[src/rtl/idex_issue_ctrl.sv]
// Issue controller for the IDU->EXU pipeline register: RAW scoreboard, control-flow
// serialisation and fence.i/CSR drain. Optional macro WB_BYPASS_EN enables same-cycle WB forwarding.
module idex_issue_ctrl #(
  parameter int unsigned NREG  = 32,
  parameter int unsigned CNT_W = 2
) (
  input  logic       clock,
  input  logic       reset,
  input  logic       id_valid,
  input  logic [4:0] id_rs1,
  input  logic [4:0] id_rs2,
  input  logic       id_rs1_en,
  input  logic       id_rs2_en,
  input  logic [4:0] id_rd,
  input  logic       id_wen,
  input  logic       id_ctrl,
  input  logic       id_drain,
  input  logic       ex_ready,
  input  logic       wb_valid,
  input  logic [4:0] wb_rd,
  input  logic       wb_wen,
  input  logic       ctrl_resolved,
  input  logic       fencei_done,
  output logic       issue_valid,
  output logic       id_ready,
  output logic       fencei_req,
  output logic [2:0] inflight
);

  typedef enum logic [1:0] {
    RUN    = 2'd0,
    DRAIN  = 2'd1,
    FENCE  = 2'd2,
    ISSUE1 = 2'd3
  } state_t;

  localparam logic [CNT_W-1:0] CNT_MAX = '1;
  localparam logic [CNT_W-1:0] CNT_ONE = CNT_W'(1);

  state_t           state, state_next;
  logic [CNT_W-1:0] cnt [NREG];
  logic [2:0]       inflight_q;
  logic             ctrl_pend;

  logic [CNT_W-1:0] rs1_cnt, rs2_cnt, rd_cnt;
  logic             wb_ret;
  logic             rs1_busy, rs2_busy;
  logic             rs1_bypass, rs2_bypass;
  logic             hazard, sat;
  logic             issue;
  logic             retire;
  logic [NREG-1:0]  inc_vec, dec_vec;

  always_comb begin
    rs1_cnt  = cnt[id_rs1];
    rs2_cnt  = cnt[id_rs2];
    rd_cnt   = cnt[id_rd];
    wb_ret   = wb_valid & wb_wen & (wb_rd != '0);
    rs1_busy = id_rs1_en & (id_rs1 != '0) & (rs1_cnt != '0);
    rs2_busy = id_rs2_en & (id_rs2 != '0) & (rs2_cnt != '0);
`ifdef WB_BYPASS_EN
    // last pending write to this source retires now; EXU picks the value off the WB bus
    rs1_bypass = wb_ret & (wb_rd == id_rs1) & (rs1_cnt == CNT_ONE);
    rs2_bypass = wb_ret & (wb_rd == id_rs2) & (rs2_cnt == CNT_ONE);
`else
    rs1_bypass = 1'b0;
    rs2_bypass = 1'b0;
`endif
    hazard = (rs1_busy & ~rs1_bypass) | (rs2_busy & ~rs2_bypass);
    sat    = (id_wen & (id_rd != '0) & (rd_cnt == CNT_MAX)) | (inflight_q == 3'd7);
  end

  always_comb begin
    state_next = state;
    issue      = 1'b0;
    case (state)
      RUN: begin
        issue = id_valid & ex_ready & ~hazard & ~sat & ~ctrl_pend & ~id_drain;
        if (id_valid & id_drain & ~ctrl_pend)
          state_next = DRAIN;
      end
      DRAIN: begin
        if (inflight_q == '0)
          state_next = (~id_ctrl & id_drain & ~id_wen) ? FENCE : ISSUE1;
      end
      FENCE: begin
        if (fencei_done)
          state_next = ISSUE1;
      end
      ISSUE1: begin
        issue = id_valid & ex_ready;
        if (issue)
          state_next = RUN;
      end
      default: state_next = RUN;
    endcase
  end

  assign issue_valid = issue;
  assign id_ready    = issue;
  assign fencei_req  = (state == FENCE);
  assign inflight    = inflight_q;
  assign retire      = wb_valid & (inflight_q != '0);

  always_comb begin
    inc_vec = '0;
    dec_vec = '0;
    for (int unsigned i = 1; i < NREG; i++) begin
      inc_vec[i] = issue & id_wen & (id_rd == 5'(i));
      dec_vec[i] = wb_ret & (wb_rd == 5'(i)) & (cnt[i] != '0);
    end
  end

  always_ff @(posedge clock or posedge reset) begin
    if (reset)
      state <= RUN;
    else
      state <= state_next;
  end

  always_ff @(posedge clock or posedge reset) begin
    if (reset) begin
      for (int unsigned i = 0; i < NREG; i++)
        cnt[i] <= '0;
    end else begin
      for (int unsigned i = 0; i < NREG; i++) begin
        if (inc_vec[i] & ~dec_vec[i])
          cnt[i] <= cnt[i] + CNT_ONE;
        else if (dec_vec[i] & ~inc_vec[i])
          cnt[i] <= cnt[i] - CNT_ONE;
      end
    end
  end

  always_ff @(posedge clock or posedge reset) begin
    if (reset) begin
      inflight_q <= '0;
    end else if (issue & ~retire) begin
      inflight_q <= inflight_q + 3'd1;
    end else if (retire & ~issue) begin
      inflight_q <= inflight_q - 3'd1;
    end
  end

  always_ff @(posedge clock or posedge reset) begin
    if (reset)
      ctrl_pend <= 1'b0;
    else if (issue & id_ctrl)
      ctrl_pend <= 1'b1;
    else if (ctrl_resolved)
      ctrl_pend <= 1'b0;
  end

endmodule

[config.mk]
export PLATFORM = sky130hd
export DESIGN_NAME = idex_issue_ctrl
export DESIGN_NICKNAME = d
export VERILOG_FILES = /design/src/rtl/idex_issue_ctrl.sv
export SDC_FILE = /design/constraint.sdc
export NUM_CORES = 1
export LEC_CHECK = 0
export ABC_AREA = 1
export BUFFER_PORTS_ARGS = -buffer_cell sky130_fd_sc_hd__buf_2
export CORE_UTILIZATION = 55
export DETAILED_ROUTE_END_ITERATION = 6
export PLACE_DENSITY_LB_ADDON = 0.25
export SETUP_SLACK_MARGIN = 0.15
export SLEW_MARGIN = 10
export SYNTH_ARGS = -nofsm -noshare
export SYNTH_HDL_FRONTEND = slang
export SYNTH_SLANG_ARGS = --single-unit
[constraint.sdc]
create_clock -name clock -period 3.2 [get_ports clock]
set_clock_uncertainty 0.05 [all_clocks]
set_input_delay 0.32 -clock clock [delete_from_list [all_inputs] [get_ports clock]]
set_output_delay 0.32 -clock clock [all_outputs]
set_load 0.01 [all_outputs]
==> impl_results.md <==
* Status: complete, no violations
* Clock-pin transition on the worst setup and hold timing paths at 0.07 ns
* Routed met2 length at 8480 um
* Largest family of logic cells by synthesized area: simple AND/OR/NAND/NOR gates
* Clock sinks at 68
* Routability cong. at 0.973
* Compound-Gate Fraction of Synth Area at 10.5%
* GR Overflow Total at 0
* Highest metal used: met4
* Diodes inserted at 0
* Crit-path cells: nor2_4 > nand2_1 > nand2_1 > o21ai_0 > a21oi_1 > nand2_1 > nand2_1 > nand2_1 > nand3_2 > nand2_2 > o21ai_4 > buf_6 > nand3_4 > nor2_2 > ha_1 > a21oi_1 > o21ai_1 > xor2_1
* Final Cycle Share at 90.9%
* Seq/Total Area, Yosys at 29.9%
* Worst VDD drop at 0.397 mV
* Die ar. at 0.0108 mm2
* Crit path DAT at 3.11 ns
* FP Rows at 36
* Initial antenna violation count at 0
* Met3 wire len at 1530 um
* Nets at 960
* Ports at 39
* Synth Flop Type: dfrtp_1
* Crit path launch type: register
* Fin. Hold Viols at 0
* Mapped Nets at 907
* Multiplexer share of the synthesized area at 0%
* Xor and xnor area share after synthesis at 9.84%
* Register bit total from synthesis at 68
* Width of the die at 104 um
* Slowest cell on the critical path: dfrtp_1
* WP data required at 3.40 ns
* Synth top area share at 29.9%
* CTS root buffer: clkbuf_8
* Count leader, synth: nand2_1
* Top delay family on crit path: simple AND/OR/NAND/NOR gates
* FFs w/ async S/R, synth at 100%
* Layout area overhead at 14.5%
* CTS max path bufs at 2
* Worst Setup Path Type: reg -> reg
* Setup TNS at 0 ns
* Die Height at 104 um
* P per Cell Area at 562 mW/mm2
* Wire per inst at 17.6 um
* Post-synth top cells: nand2_1, nor2_1, inv_1, nand3_1, dfrtp_1
* Vias in the first global route at 5706
* Post-DRT Antenna Nets at 0
* Critical path's largest stage delay at 0.43 ns
* DRC viols at 0
* Core footprint at 0.00991 mm2
* CP endpoint kind: register
* Largest net degree at the start of global routing at 69
* Leading area contributor after synthesis: dfrtp_1
* Finished Cell Area at 0.00652 mm2
* Drt first pass iters at 5
* First-pass GRT wire length at 28600 um
* Cell variety after synth at 32
* M1 wire length at 7380 um
* Syn Inst Count at 837
* TritonCTS buffer count at 9
* DRT Wirelength at 18100 um
* Slew @ Worst Pin at 0.878 ns
* Max-Cap Viols at 0
* Slew HR at 41.4%
* Hold Crit Class: in -> reg
* Final setup viols at 0
* GRT Util Overall at 34.7%
* Starting Density at 57.5%
* Max-slew violations at 0
* Worst-path fanout max at 8
* Placed Area at 0.00610 mm2
* RSZ-0062 raised after global routing: yes
* Peak Freq at 344 MHz
* Post-Synth Adder-Cell Area at 8.26%
* Iteration-0 DRC count of the detailed router at 640
* Post-detail-place hpwl at 13500 um
* PortBufs at 38
* Syn_area_per_cell at 6.81 um2
* Post-synth EDFFs at 0
* Minimum clock period after layout at 2.91 ns
* Worst path buffer plus inverter count at 1
* Total number of vias at 5848
* Layout cells sized above 1 at 16.6%
* Vias per cell at 5.69
* Yosys warning total at 0
* Post-Syn Area at 0.00570 mm2
* Simple-gate share of the synthesized area at 31.5%
* H-tree depth at 3
* Top cell by count, worst path: nand2_1
* Clock insertion delay at the later pin of the skew report at 0.38 ns
* TritonCTS clock tree: done
* LEAKAGE at 3.12 nW
* Area contributors post-synth: dfrtp_1, nand2_1, ha_1
-- report_power, final --
group / internal [W] / total, W / leakage (nW) / switching (W)
Clock: 0.000377 / 0.000713 / 0.0935 / 0.000337
Sequential: 0.00115 / 0.00145 / 0.815 / 0.000298
Combinational: 0.000564 / 0.00150 / 2.21 / 0.000938
-- state kept, by name, summed over array words and instances, names as in the netlist --
| register | cells |
|---|---|
| inflight | 3 |
| ctrl_pend | 1 |
| state | 2 |
| cnt | 62 |
-- worst register-to-register path: cells and delay by family (launching register included) --
kind,cells,cell delay [ns]
simple gates,10,1.06
compound gates,5,0.67
flops,1,0.43
fa+ha+maj,1,0.26
buf+inv,1,0.16
xor+xnor,1,0.16
-- path summary, 6_finish.rpt --
check	from	end	slack [ns]	cells after the start
worst max-delay path	cnt[61]	cnt[9]	0.29	18
worst min-delay path	ctrl_resolved	ctrl_pend	0.13	3
worst max register to register	cnt[61]	cnt[9]	0.29	18
worst min register to register	cnt[22]	cnt[22]	0.43	1
max in group asynchronous	reset	cnt[12]	2.31	3
min in group asynchronous	reset	cnt[58]	0.15	3
-- final cells by class --
cell class              count  area [um2]
multi-input cells         639        3630
fillers                   915        3390
flip-flops and latches     68        1710
repair buffers             65         434
inverters                 107         402
well taps                 133         166
clock buffers              13         149
clock inverters             2        35.0
-- placed cells by master (no fill, tap or decap), types with 10 or more instances in the layout --
master	count
a21oi_1	41
buf_2	38
buf_4	23
clkbuf_8	10
dfrtp_1	61
ha_1	34
inv_1	97
nand2_1	205
nand3_1	73
nand4_1	20
nor2_1	82
nor2_2	22
nor2_4	13
o21ai_0	49
xnor2_1	40
xor2_1	24
-- what timing repair did --
item | CTS | global route
hold buffers | 0 | 0
setup endpoints to repair | 0 | 30
buffers inserted | 0 | 4
resized for setup | 0 | 66
-- logic make-up (layout without fill, tap and decap cells) --
kind of cell | Yosys count | count (layout)
buffers and inverters | 131 | 187
XOR/XNOR | 64 | 64
adder cells (fa/ha/maj) | 37 | 37
flip-flops | 68 | 68
AND/OR/NAND/NOR | 424 | 425
AO/OA/AOI/OAI | 113 | 113
-- metrics by stage --
stage	worst slack (ns)	hold WS (ns)	power, W	utilization [%]	cells
final	0.292	0.131	0.00367	65.8	1027
after CTS	0.239	0.126	0.00352	63.4	1022
after floorplan	0.498	0.387	0.00237	-	837
after detailed placement	0.0376	0.413	0.00280	61.5	1007
after global routing	0.103	0.146	0.00393	65.8	1027
after global placement	0.0545	0.401	0.00274	61.5	1007
-- per-layer routing --
layer	GRT usage [%]	vias to the layer above
met4	17.4	0
met1	44.4	2714
met3	7.61	58
li1	-	2783
met5	0	-
met2	55.3	293
Power figures use the tool's default switching activity.
